### config.mk
export PLATFORM = sky130hd
export DESIGN_NAME = ahb_rr_arbiter
export DESIGN_NICKNAME = d
export VERILOG_FILES = /design/src/rtl/ahb_arb_pkg.sv /design/src/rtl/ahb_rr_pick.sv /design/src/rtl/ahb_rr_arbiter.sv
export SDC_FILE = /design/constraint.sdc
export NUM_CORES = 1
export LEC_CHECK = 0
export ABC_CLOCK_PERIOD_IN_PS = 3200
export BUFFER_PORTS_ARGS = -buffer_cell sky130_fd_sc_hd__buf_4
export CAP_MARGIN = 20
export CORE_MARGIN = 5
export CORE_UTILIZATION = 45
export DETAILED_ROUTE_END_ITERATION = 12
export GPL_ROUTABILITY_DRIVEN = 0
export PLACE_DENSITY = 0.69
export SYNTH_ARGS = -nofsm -noshare
export SYNTH_HDL_FRONTEND = slang
export SYNTH_SLANG_ARGS = --single-unit
### constraint.sdc
create_clock -name hclk -period 3.2 [get_ports hclk]
set_input_delay 0.48 -clock hclk [delete_from_list [all_inputs] [get_ports hclk]]
set_output_delay 0.48 -clock hclk [all_outputs]
set_load 0.05 [all_outputs]
### src/rtl/ahb_arb_pkg.sv
// Shared types and constants for the three-master AHB round-robin arbiter.
package ahb_arb_pkg;

  typedef enum logic {
    IDLE  = 1'b0,
    GRANT = 1'b1
  } state_t;

  localparam logic [1:0] M_NONE      = 2'b00;
  localparam logic [1:0] M1          = 2'b01;
  localparam logic [1:0] M2          = 2'b10;
  localparam logic [1:0] M3          = 2'b11;
  localparam logic [1:0] SEL_DEFAULT = 2'b00;

  // Master ID to grant vector; bit 0 is master 1.
  function automatic logic [2:0] id_to_onehot(input logic [1:0] id);
    logic [2:0] v;
    v = 3'b000;
    case (id)
      M1:      v = 3'b001;
      M2:      v = 3'b010;
      M3:      v = 3'b011 ^ 3'b111;
      default: v = 3'b000;
    endcase
    return v;
  endfunction

endpackage

### src/rtl/ahb_rr_pick.sv
// Combinational round-robin winner search: starts after `last`, wraps 3 -> 1.
module ahb_rr_pick
  import ahb_arb_pkg::*;
(
  input  logic [2:0] req,
  input  logic [1:0] last,
  output logic [1:0] winner,
  output logic       any_req
);

  always_comb begin
    winner  = M_NONE;
    any_req = |req;
    case (last)
      M1: begin
        if (req[1])      winner = M2;
        else if (req[2]) winner = M3;
        else if (req[0]) winner = M1;
      end
      M2: begin
        if (req[2])      winner = M3;
        else if (req[0]) winner = M1;
        else if (req[1]) winner = M2;
      end
      // last = M3, and the never-expected M_NONE, both start at master 1
      default: begin
        if (req[0])      winner = M1;
        else if (req[1]) winner = M2;
        else if (req[2]) winner = M3;
      end
    endcase
  end

endmodule

### src/rtl/ahb_rr_arbiter.sv
// Three-master AHB round-robin arbiter with per-tenure beat quantum and one idle cycle per handover.
// Optional `ARB_LOCK_EN adds hlock_1..3, which suppress the quantum release for a locked owner.
module ahb_rr_arbiter
  import ahb_arb_pkg::*;
#(
  parameter int MAX_BEATS = 4,
  parameter int CNT_W     = $clog2(MAX_BEATS + 1)
) (
  input  logic       hclk,
  input  logic       hreset,
  input  logic       hreq_1,
  input  logic       hreq_2,
  input  logic       hreq_3,
  input  logic [1:0] sel_1,
  input  logic [1:0] sel_2,
  input  logic [1:0] sel_3,
`ifdef ARB_LOCK_EN
  input  logic       hlock_1,
  input  logic       hlock_2,
  input  logic       hlock_3,
`endif
  input  logic       hready_out,
  input  logic       hresp,
  output logic       hgrant_1,
  output logic       hgrant_2,
  output logic       hgrant_3,
  output logic [1:0] sel,
  output logic [1:0] hmaster,
  output logic       arb_err
);

  state_t           state;
  logic [1:0]       owner;
  logic [1:0]       last;
  logic [CNT_W-1:0] beat_cnt;
  logic [2:0]       grant;

  logic [2:0] req;
  logic [2:0] lock;
  logic [1:0] winner;
  logic       any_req;
  logic [1:0] winner_sel;
  logic [1:0] owner_sel;
  logic       owner_req;
  logic       owner_lock;
  logic       done;
  logic       err;
  logic       other;
  logic       last_beat;
  logic       release_now;

  assign req = {hreq_3, hreq_2, hreq_1};

`ifdef ARB_LOCK_EN
  assign lock = {hlock_3, hlock_2, hlock_1};
`else
  assign lock = 3'b000;
`endif

  ahb_rr_pick u_pick (
    .req     (req),
    .last    (last),
    .winner  (winner),
    .any_req (any_req)
  );

  always_comb begin
    winner_sel = SEL_DEFAULT;
    case (winner)
      M1:      winner_sel = sel_1;
      M2:      winner_sel = sel_2;
      M3:      winner_sel = sel_3;
      default: winner_sel = SEL_DEFAULT;
    endcase
  end

  always_comb begin
    owner_sel  = SEL_DEFAULT;
    owner_req  = 1'b0;
    owner_lock = 1'b0;
    case (owner)
      M1: begin owner_sel = sel_1; owner_req = req[0]; owner_lock = lock[0]; end
      M2: begin owner_sel = sel_2; owner_req = req[1]; owner_lock = lock[1]; end
      M3: begin owner_sel = sel_3; owner_req = req[2]; owner_lock = lock[2]; end
      default: begin owner_sel = SEL_DEFAULT; owner_req = 1'b0; owner_lock = 1'b0; end
    endcase
  end

  assign done      = hready_out & ~hresp;
  assign err       = hready_out & hresp;
  assign other     = |(req & ~id_to_onehot(owner));
  assign last_beat = (beat_cnt == CNT_W'(MAX_BEATS - 1));

  // Every release term carries hready_out, so wait states always hold the grant.
  assign release_now = err
                     | (hready_out & ~owner_req)
                     | (done & last_beat & other & ~owner_lock);

  always_ff @(posedge hclk) begin
    if (hreset) begin
      state    <= IDLE;
      owner    <= M_NONE;
      last     <= M3;
      beat_cnt <= '0;
      grant    <= 3'b000;
      sel      <= SEL_DEFAULT;
      hmaster  <= M_NONE;
      arb_err  <= 1'b0;
    end else if (state == IDLE) begin
      arb_err <= 1'b0;
      if (any_req) begin
        state    <= GRANT;
        owner    <= winner;
        last     <= winner;
        beat_cnt <= '0;
        grant    <= id_to_onehot(winner);
        sel      <= winner_sel;
        hmaster  <= winner;
      end else begin
        grant   <= 3'b000;
        sel     <= SEL_DEFAULT;
        hmaster <= M_NONE;
      end
    end else begin
      arb_err <= err;
      if (release_now) begin
        state <= IDLE;
        owner <= M_NONE;
        grant <= 3'b000;
        sel   <= SEL_DEFAULT;
        // On an error release hmaster keeps naming the faulting master
        // for the arb_err cycle; the idle cycle then overwrites it.
        hmaster <= err ? owner : M_NONE;
      end else begin
        if (done && !last_beat) beat_cnt <= beat_cnt + CNT_W'(1);
        sel <= owner_sel;
      end
    end
  end

  assign hgrant_1 = grant[0];
  assign hgrant_2 = grant[1];
  assign hgrant_3 = grant[2];

endmodule

==> impl_metrics.json, run 1 <==
{
  "drt_first_pass_iters": 4,
  "yosys_register_bits": 16,
  "cts_tree": "yes",
  "first_global_vias": 789,
  "pwr_density_cell_nw_per_um2": 506,
  "ios": 21,
  "required_ps": 3400,
  "multi_input_comb_area_um2": 502,
  "antenna_cells_inserted": 0,
  "cts_repair_resize_count": 0,
  "synth-xor-area-share": 0,
  "critical_path_arrival_ps": 2330,
  "finalWorstPathRequiredPeriod_ps": 2120,
  "post_synth_fa_ha_maj_area_fraction": 0.0565,
  "setup-violations-final": 0,
  "maximum_number_of_pins_on_one_net_before_global_route_repair": 19,
  "synth_mux_area_frac": 0.102,
  "worst_skew_pair.late_latency_ps": 280,
  "layout_worst_path_cycle_share": 0.663,
  "proportion_of_synthesized_chip_area_in_sequential_cells": 0.362,
  "worst-path-buf-inv": 1,
  "power.ir.vdd_worst_uv": 336,
  "timing.max_slew.rel_slack": 0.530,
  "critPathMaxStageDelay_ps": 650,
  "cts_max_level": 1,
  "routed-via-count": 818,
  "post_cts_buffers": 0,
  "dp.final_hpwl_mm": 1.59,
  "detail_route.drc_violations": 0,
  "gr-total-overflow": 0,
  "num_rows": 16,
  "worst_setup_path_startpoint": "last[0]$_SDFFE_PP1P_",
  "cts_root_buf": "sky130_fd_sc_hd__clkbuf_4",
  "netlist_instances": 102,
  "area.growth.synth_to_final_pct": 21.0,
  "chipWidth_um": 54.4,
  "report.final.slew_viol_count": 0,
  "worst_setup_path_start_kind": "flip-flop",
  "grt_util_all_layers": 0.163,
  "synth.yosys.warnings": 0,
  "worst-r2r-setup-slack_ps": 1080,
  "fp.dieArea_um2": 2960,
  "post_synthesis_cell_area_um2": 886,
  "postCtsHoldBufs": 0,
  "grt_setup_unrepaired": "false",
  "drt.antenna.violating_nets": 0,
  "synth_compound_area_frac": 0.196,
  "worst-path-stages": 6,
  "post-route-util": 0.558,
  "grt_first_pass_wirelength_mm": 3.46,
  "timing.final.hold_violations": 0,
  "post_synth.cell_area_avg_um2": 8.68,
  "cp_slowest_cell": "sky130_fd_sc_hd__o32ai_1",
  "worst_setup_path_endpoint": "sel[1]$_SDFF_PP0_",
  "worstSetupEndpointType": "flip-flop",
  "tightest_slew_ps": 703,
  "viasPerCell": 5.53,
  "outcome": "finished, final reports clean",
  "max-cap-violations": 0,
  "numCtsBuffers": 3,
  "final_nets": 139,
  "worst_r2r_endpoint": "sel[1]$_SDFF_PP0_",
  "worstReg2RegStart": "last[0]$_SDFFE_PP1P_",
  "drtIter0Drc": 20,
  "setup-tns-final_ps": 0,
  "p_leak_nw": 0.453,
  "post_route_cells_drive_above_1_share": 0.264,
  "critical_path.cell_chain": "inv_1 -> ha_1 -> o32ai_1 -> nor4b_1 -> a2bb2oi_1 -> o31ai_1",
  "post_drt_wl_per_cell_um": 14.1,
  "die_h_um": 54.4,
  "antenna_found_initial": 0,
  "cpLargestDelayFamily": "compound AO/OA/AOI/OAI gates",
  "synthesis.nets": 119,
  "worst_r2r_path_depth": 6,
  "synth_top_family_by_area": "simple AND/OR/NAND/NOR gates",
  "synth_simple_gate_area_share": 0.212,
  "crit_path_max_fanout": 6,
  "ff_latch_area_um2": 320,
  "initial_core_util": 0.461,
  "timing.hold.worst.class": "in -> reg",
  "synth_cell_type_count": 35,
  "path_type_of_the_worst_setup_path": "reg -> reg",
  "clock_path_buffers": 2,
  "cts.sink_count": 16,
  "worst_setup_hold_path_clk_slew_ps": 100,
  "finalWirelength_mm": 2.09,
  "timing.fmax_ghz": 0.471,
  "fillers": 203,
  "finClkSkew_ps": 5.56,
  "place.port_buffers": 20,
  "fp.coreArea_um2": 1920
}
-- sequential cells by signal (all words and copies together), names as in the netlist --
signal / count
sel: 2
arb_err: 1
last: 2
grant: 3
owner: 2
hmaster: 2
state: 1
beat_cnt: 3
-- routing by layer --
layer  global-route usage  routed length [um]
met5                    0                   0
met4               0.0954                  31
met3               0.0354                 160
met2                0.251                 980
met1                0.206                 921
-- cells in the final DEF (no fill, tap or decap), types with 2 or more instances in the layout --
cell type / instances
sky130_fd_sc_hd__a21oi_1: 4
sky130_fd_sc_hd__a31oi_1: 3
sky130_fd_sc_hd__dfxtp_1: 16
sky130_fd_sc_hd__mux2_2: 4
sky130_fd_sc_hd__nand4_1: 3
sky130_fd_sc_hd__nand3_1: 3
sky130_fd_sc_hd__a22oi_1: 2
sky130_fd_sc_hd__clkbuf_4: 3
sky130_fd_sc_hd__mux2i_1: 3
sky130_fd_sc_hd__or2_2: 2
sky130_fd_sc_hd__a32oi_1: 2
sky130_fd_sc_hd__inv_1: 8
sky130_fd_sc_hd__ha_1: 4
sky130_fd_sc_hd__buf_4: 20
sky130_fd_sc_hd__nor2b_1: 2
sky130_fd_sc_hd__a2bb2oi_1: 2
sky130_fd_sc_hd__a311oi_1: 2
sky130_fd_sc_hd__nand2_1: 5
sky130_fd_sc_hd__o21ai_0: 2
sky130_fd_sc_hd__nor3_1: 3
sky130_fd_sc_hd__nor2_1: 12
sky130_fd_sc_hd__o31ai_1: 2
-- tightest hold or removal path, delay by kind of cell --
family | cells | cell delay, ps
AOI/OAI and AO/OA | 2 | 100
buffers and inverters | 1 | 80
-- per-stage QoR --
step,setup slack (ps),cells,hold WS [ps],total power [mW],instance area (um^2)
global placement,1250,144,471,0.408,1040
floorplan,1430,102,452,0.364,886
finish,1080,148,413,0.543,1070
global route,918,148,405,0.575,1070
CTS,1100,148,411,0.547,1070
detailed placement,1150,144,479,0.412,1040
-- synth_stat cells --
library cell | number | area, um^2
sky130_fd_sc_hd__buf_6 | 2 | 22.5
sky130_fd_sc_hd__a21oi_1 | 4 | 20.0
sky130_fd_sc_hd__nand2b_1 | 1 | 6.26
sky130_fd_sc_hd__nor2_1 | 12 | 45.0
sky130_fd_sc_hd__ha_1 | 4 | 50.1
sky130_fd_sc_hd__nor3b_1 | 1 | 7.51
sky130_fd_sc_hd__nand3_1 | 3 | 15.0
sky130_fd_sc_hd__a311oi_1 | 2 | 17.5
sky130_fd_sc_hd__mux2i_1 | 3 | 30.0
sky130_fd_sc_hd__mux2_2 | 4 | 45.0
sky130_fd_sc_hd__o31ai_1 | 2 | 15.0
sky130_fd_sc_hd__nand4b_1 | 1 | 8.76
sky130_fd_sc_hd__nand2_2 | 1 | 6.26
sky130_fd_sc_hd__dfxtp_1 | 16 | 320
sky130_fd_sc_hd__a211o_1 | 1 | 8.76
sky130_fd_sc_hd__nand2_1 | 5 | 18.8
sky130_fd_sc_hd__a22oi_1 | 2 | 15.0
sky130_fd_sc_hd__nand4_1 | 3 | 18.8
sky130_fd_sc_hd__o32ai_1 | 1 | 8.76
sky130_fd_sc_hd__a221o_1 | 1 | 10.0
sky130_fd_sc_hd__nor2b_1 | 2 | 12.5
sky130_fd_sc_hd__and3_1 | 1 | 6.26
sky130_fd_sc_hd__o21ai_0 | 2 | 10.0
sky130_fd_sc_hd__or3_1 | 1 | 6.26
sky130_fd_sc_hd__o21bai_1 | 1 | 7.51
sky130_fd_sc_hd__clkbuf_1 | 3 | 11.3
sky130_fd_sc_hd__nor3_1 | 3 | 15.0
sky130_fd_sc_hd__inv_1 | 8 | 30.0
sky130_fd_sc_hd__a32oi_1 | 2 | 17.5
sky130_fd_sc_hd__a21boi_0 | 1 | 7.51
sky130_fd_sc_hd__mux2_4 | 1 | 15.0
sky130_fd_sc_hd__nor4b_1 | 1 | 8.76
sky130_fd_sc_hd__a31oi_1 | 3 | 18.8
sky130_fd_sc_hd__or2_2 | 2 | 12.5
sky130_fd_sc_hd__a2bb2oi_1 | 2 | 17.5
-- power breakdown --
part | internal, mW | leakage, nW | switching, mW | total [mW]
clock | 0.0692 | 0.0210 | 0.0651 | 0.134
sequential | 0.217 | 0.131 | 0.0147 | 0.232
combinational | 0.0697 | 0.301 | 0.107 | 0.176
-- logic make-up after synthesis --
group / Yosys count
flops: 16
simple gates: 37
buf+inv: 13
mux: 8
fa+ha+maj: 4
compound gates: 24
-- layout make-up --
class / count / area share
Clock buffer: 4 / 0.0338
Multi-Input combinational cell: 73 / 0.468
Tap cell: 27 / 0.0315
Inverter: 8 / 0.0280
Timing Repair Buffer: 20 / 0.140
Sequential cell: 16 / 0.299
-- worst min path at each step --
stage                               endpoint                startpoint  cells after the start
global placement    beat_cnt[1]$_SDFFE_PP0P_  beat_cnt[1]$_SDFFE_PP0P_                      2
detailed placement  beat_cnt[1]$_SDFFE_PP0P_  beat_cnt[1]$_SDFFE_PP0P_                      2
finish                     sel[0]$_SDFF_PP0_                  sel_2[0]                      3
floorplan           beat_cnt[1]$_SDFFE_PP0P_  beat_cnt[1]$_SDFFE_PP0P_                      2
CTS                        sel[0]$_SDFF_PP0_                  sel_2[0]                      3
global route               sel[0]$_SDFF_PP0_                  sel_2[0]                      3
(Power assumes the default switching activity.)
==> run 2, diff against run 1 <==
--- a/config.mk
+++ b/config.mk
@@ -5,7 +5,7 @@
 export SDC_FILE = /design/constraint.sdc
 export NUM_CORES = 1
 export LEC_CHECK = 0
-export ABC_CLOCK_PERIOD_IN_PS = 3200
+export ABC_CLOCK_PERIOD_IN_PS = 2150
 export BUFFER_PORTS_ARGS = -buffer_cell sky130_fd_sc_hd__buf_4
 export CAP_MARGIN = 20
 export CORE_MARGIN = 5
==> constraint.sdc (replaced) <==
create_clock -name hclk -period 2.15 [get_ports hclk]
set_input_delay 0.3225 -clock hclk [delete_from_list [all_inputs] [get_ports hclk]]
set_output_delay 0.3225 -clock hclk [all_outputs]
set_load 0.05 [all_outputs]
==> run 2 against run 1 <==
Compared with the run above:
- via count down 1.6%
- die area unchanged
- clock skew about the same
==> impl_metrics.json, run 2 (synthesized netlist as in run 1, its figures left out) <==
{
  "p_leak_nw": 0.450,
  "timing.hold.worst.class": "in -> reg",
  "mostFrequentLayoutCell": "sky130_fd_sc_hd__buf_4",
  "post-route-util": 0.555,
  "critical_path.cell_chain": "inv_1 -> ha_1 -> o21bai_1 -> a211o_1 -> nor4b_1 -> a2bb2oi_1 -> o31ai_1",
  "drtIter0Drc": 30,
  "tightest_slew_ps": 389,
  "finalWorstPathRequiredPeriod_ps": 2010,
  "outcome": "finished, final reports clean",
  "cts_tree": "yes",
  "antenna_found_initial": 0,
  "worst-path-buf-inv": 1,
  "critical_path_arrival_ps": 2200,
  "post_cts_buffers": 0,
  "maximum_number_of_pins_on_one_net_before_global_route_repair": 19,
  "fp.dieArea_um2": 2960,
  "grt_setup_unrepaired": "false",
  "layout_common_cells": "sky130_fd_sc_hd__buf_4, sky130_fd_sc_hd__dfxtp_1, sky130_fd_sc_hd__nor2_1",
  "critPathMaxStageDelay_ps": 400,
  "pwr_density_cell_nw_per_um2": 721,
  "report.final.slew_viol_count": 0,
  "postCtsHoldBufs": 0,
  "detail_route.drc_violations": 0,
  "crit_path_max_fanout": 6,
  "initial_core_util": 0.461,
  "finClkSkew_ps": 5.59,
  "layout_worst_path_cycle_share": 0.933,
  "finalWirelength_mm": 2.05,
  "cp_slowest_cell": "sky130_fd_sc_hd__a211o_1",
  "numCtsBuffers": 3,
  "number_of_cells_after_detailed_placement": 145,
  "place.port_buffers": 20,
  "max-cap-violations": 0,
  "chipWidth_um": 54.4,
  "power.ir.vdd_worst_uv": 479,
  "grt_util_all_layers": 0.160,
  "timing.fmax_ghz": 0.498,
  "gr-total-overflow": 0,
  "cts_max_level": 1,
  "routed-via-count": 805,
  "post_route_cells_drive_above_1_share": 0.264,
  "num_rows": 16,
  "clock_path_buffers": 2,
  "drt.antenna.violating_nets": 0,
  "cts_repair_resize_count": 0,
  "grt_first_pass_wirelength_mm": 3.36,
  "die_h_um": 54.4,
  "timing.max_slew.rel_slack": 0.737,
  "cts_root_buf": "sky130_fd_sc_hd__clkbuf_4",
  "post_drt_wl_per_cell_um": 13.8,
  "area.growth.synth_to_final_pct": 20.3,
  "path_type_of_the_worst_setup_path": "reg -> reg",
  "ios": 21,
  "required_ps": 2340,
  "dp.final_hpwl_mm": 1.54,
  "first_global_vias": 774,
  "fp.coreArea_um2": 1920,
  "worst_setup_path_start_kind": "flip-flop",
  "final_nets": 140,
  "setup-tns-final_ps": 0,
  "cts.sink_count": 16,
  "worstSetupEndpointType": "flip-flop",
  "antenna_cells_inserted": 0,
  "timing.final.hold_violations": 0,
  "reg.largest.list": "beat_cnt (3), grant (3)",
  "final-instance-count-excl-fill": 148,
  "cpLargestDelayFamily": "compound AO/OA/AOI/OAI gates",
  "drt_first_pass_iters": 4,
  "viasPerCell": 5.44,
  "worst_skew_pair.late_latency_ps": 280,
  "fin_worst_hold_slack_ps": 270,
  "worst_setup_hold_path_clk_slew_ps": 90,
  "setup-violations-final": 0
}
-- run 2: cell types whose count changed in the layout (fill, tap and decap cells not counted), sizes merged --
cell / before / now
buf: 20 / 21
clkbuf: 4 / 3
-- run 2: area by class of cell --
| class | count | area (um^2) |
|---|---|---|
| multi-input combinational | 73 | 502 |
| inverter | 8 | 30.0 |
| clock buffer | 3 | 22.5 |
| timing repair buffer | 21 | 158 |
| sequential | 16 | 320 |
| fill | 195 | 856 |
| tap | 27 | 33.8 |
-- run 2: report_power, final --
| group | total (mW) | internal, mW | switching [mW] |
|---|---|---|---|
| clock | 0.156 | 0.0649 | 0.0910 |
| sequential | 0.344 | 0.323 | 0.0207 |
| combinational | 0.269 | 0.110 | 0.159 |
-- run 2: per-layer routing --
layer | GRT usage | vias up | share of wire
li1 | - | 411 | -
met1 | 0.196 | 368 | 0.45
met2 | 0.265 | 24 | 0.49
met3 | 0.0354 | 2 | 0.057
met4 | 0.0705 | 0 | 0.0093
met5 | 0 | - | 0
-- run 2: per-stage QoR --
stage | setup WS [ps] | power (mW) | cell area [um^2]
CTS | 169 | 0.774 | 1070
floorplan | 381 | 0.541 | 886
global placement | 285 | 0.615 | 1040
global route | 61.2 | 0.819 | 1070
finish | 144 | 0.769 | 1070
detailed placement | 207 | 0.619 | 1040
-- run 2: path summary, 6_finish.rpt --
check / start / endpoint / slack (ps) / cells past startpoint
min reg2reg: beat_cnt[1]$_SDFFE_PP0P_ / beat_cnt[1]$_SDFFE_PP0P_ / 480 / 2
max: last[0]$_SDFFE_PP1P_ / sel[0]$_SDFF_PP0_ / 140 / 7
min: sel_2[1] / sel[1]$_SDFF_PP0_ / 270 / 3
max reg2reg: last[0]$_SDFFE_PP1P_ / sel[0]$_SDFF_PP0_ / 140 / 7
-- run 2: worst min-delay path, cell delays in order --
cell and delay (ps):
sky130_fd_sc_hd__buf_4 90, sky130_fd_sc_hd__a2bb2oi_1 60, sky130_fd_sc_hd__o31ai_1 60
==> run 3, diff against run 2 <==
--- a/config.mk
+++ b/config.mk
@@ -8,10 +8,12 @@
 export ABC_CLOCK_PERIOD_IN_PS = 2150
 export BUFFER_PORTS_ARGS = -buffer_cell sky130_fd_sc_hd__buf_4
 export CAP_MARGIN = 20
-export CORE_MARGIN = 5
+export CORE_MARGIN = 2
 export CORE_UTILIZATION = 45
+export CTS_BUF_LIST = sky130_fd_sc_hd__clkbuf_16
 export DETAILED_ROUTE_END_ITERATION = 12
 export GPL_ROUTABILITY_DRIVEN = 0
+export MAX_ROUTING_LAYER = met4
 export PLACE_DENSITY = 0.69
 export SYNTH_ARGS = -nofsm -noshare
 export SYNTH_HDL_FRONTEND = slang
==> run 3 against run 2 <==
Compared with the run above:
- via count is 5.3% higher
- critical path depth stayed put
- worst setup slack better by 34 ps
- register-to-register slack better by 30 ps
- flip-flop and latch count stayed put
- die area is 21% lower
- critical endpoint unchanged
==> impl_metrics.json, run 3 (synthesized netlist as in run 1, its figures left out) <==
{
  "outcome": "finished, final reports clean",
  "routed-via-count": 848,
  "cts_max_level": 1,
  "timing.max_slew.rel_slack": 0.720,
  "critical_path_arrival_ps": 2130,
  "fp.dieArea_um2": 2340,
  "global_route.usage.met2": 0.319,
  "fp.coreArea_um2": 1900,
  "pwr_density_cell_nw_per_um2": 861,
  "grtUsageMet3": 0.0401,
  "reg.largest.list": "beat_cnt (3), grant (3)",
  "area.growth.synth_to_final_pct": 27.1,
  "numCtsBuffers": 3,
  "die_h_um": 48.4,
  "clock_path_buffers": 2,
  "antenna_cells_inserted": 0,
  "chipWidth_um": 48.4,
  "timing.hold.worst.class": "in -> reg",
  "sw_frac_of_total": 0.298,
  "cts.sink_count": 16,
  "report.power.total_uw": 970,
  "num_rows": 16,
  "pwr-share-seq": 0.354,
  "cts_repair_resize_count": 0,
  "layout_worst_path_cycle_share": 0.917,
  "finClkSkew_ps": 1.46,
  "detail_route.drc_violations": 0,
  "dp.final_hpwl_mm": 1.51,
  "final_nets": 141,
  "share_comb_of_total_power": 0.286,
  "worst_setup_hold_path_clk_slew_ps": 50,
  "grt_first_pass_wirelength_mm": 3.64,
  "viasPerCell": 5.69,
  "timing.final.hold_violations": 0,
  "power.net_switching_uw": 289,
  "internal_power_uw": 681,
  "ios": 21,
  "cpLargestDelayFamily": "compound AO/OA/AOI/OAI gates",
  "power.ir.vdd_worst_uv": 462,
  "cts_root_buf": "sky130_fd_sc_hd__clkbuf_16",
  "timing.fmax_ghz": 0.507,
  "setup-tns-final_ps": 0,
  "first_global_vias": 819,
  "gr_met1_demand_resource": 0.251,
  "finalWirelength_mm": 2.11,
  "mostFrequentLayoutCell": "sky130_fd_sc_hd__buf_4",
  "drt_first_pass_iters": 4,
  "initial_core_util": 0.466,
  "report.final.slew_viol_count": 0,
  "post_drt_wl_per_cell_um": 14.2,
  "critPathMaxStageDelay_ps": 400,
  "setup-violations-final": 0,
  "place.port_buffers": 20,
  "required_ps": 2310,
  "tightest_slew_ps": 419,
  "drt.antenna.violating_nets": 0,
  "gr-total-overflow": 0,
  "grt_util_all_layers": 0.200,
  "layout_common_cells": "sky130_fd_sc_hd__buf_4, sky130_fd_sc_hd__dfxtp_1, sky130_fd_sc_hd__nor2_1",
  "post_cts_buffers": 0,
  "crit_path_max_fanout": 6,
  "antenna_found_initial": 0,
  "worst_setup_path_start_kind": "flip-flop",
  "p_leak_nw": 0.479,
  "worstSetupEndpointType": "flip-flop",
  "cts_tree": "yes",
  "cp_slowest_cell": "sky130_fd_sc_hd__a211o_1",
  "finalWorstPathRequiredPeriod_ps": 1970,
  "fillers": 174,
  "critical_path.cell_chain": "inv_1 -> ha_1 -> o21bai_1 -> a211o_1 -> nor4b_1 -> a2bb2oi_1 -> o31ai_1",
  "worst-path-buf-inv": 1,
  "grt_setup_unrepaired": "false",
  "drtIter0Drc": 28,
  "clockPowerShare": 0.360,
  "worst_skew_pair.late_latency_ps": 240,
  "max-cap-violations": 0,
  "globalRoute.busiestLayer": "met2",
  "path_type_of_the_worst_setup_path": "reg -> reg",
  "post_route_cells_drive_above_1_share": 0.270,
  "postCtsHoldBufs": 0,
  "maximum_number_of_pins_on_one_net_before_global_route_repair": 19
}
[run 3: cell count changes in the layout (fill, tap and decap cells not counted)]
| cell | before | now |
|---|---|---|
| sky130_fd_sc_hd__clkbuf_4 | 3 | 0 |
| sky130_fd_sc_hd__buf_4 | 21 | 22 |
| sky130_fd_sc_hd__clkbuf_16 | 0 | 3 |
[run 3: metal layers]
metal  up-vias  share of wire
met5         -              0
met4         0         0.0061
met3         2          0.063
met2        37           0.48
met1       394           0.45
li1        415              -
[run 3: area by class of cell]
class | instances | area (um^2) | area share
Timing Repair Buffer | 22 | 165 | 0.147
Clock buffer | 3 | 75.1 | 0.0667
Sequential cell | 16 | 320 | 0.284
Inverter | 8 | 30.0 | 0.0267
Multi-Input combinational cell | 73 | 502 | 0.446
Tap cell | 27 | 33.8 | 0.0300
[run 3: power groups by stage]
stage          clock [mW]  combinational, mW  sequential (mW)
6_report            0.349              0.277            0.343
5_1_grt             0.370              0.300            0.346
4_1_cts             0.355              0.276            0.343
3_5_place_dp            0              0.273            0.348
3_3_place_gp            0              0.269            0.348
2_1_floorplan           0              0.142            0.399
[run 3: worst paths after layout]
| check | start | to | slack (ps) | depth (start not counted) |
|---|---|---|---|---|
| max reg2reg | last[0]$_SDFFE_PP1P_ | sel[0]$_SDFF_PP0_ | 180 | 7 |
| min reg2reg | beat_cnt[1]$_SDFFE_PP0P_ | beat_cnt[1]$_SDFFE_PP0P_ | 490 | 2 |
| min | sel_2[1] | sel[1]$_SDFF_PP0_ | 310 | 3 |
| max | last[0]$_SDFFE_PP1P_ | sel[0]$_SDFF_PP0_ | 180 | 7 |
[run 3: worst min-delay path, stage by stage]
cell	delay [ps]
sky130_fd_sc_hd__buf_4	80
sky130_fd_sc_hd__a2bb2oi_1	50
sky130_fd_sc_hd__o31ai_1	60
[run 3: per-stage QoR]
stage	cells	hold WS [ps]	utilization	instance area, um^2	setup slack [ps]
finish	149	307	0.592	1130	178
global route	149	314	0.592	1130	44.2
global placement	146	468	0.553	1050	267
detailed placement	146	487	0.553	1050	167
floorplan	102	447	-	886	381
CTS	149	309	0.592	1130	150
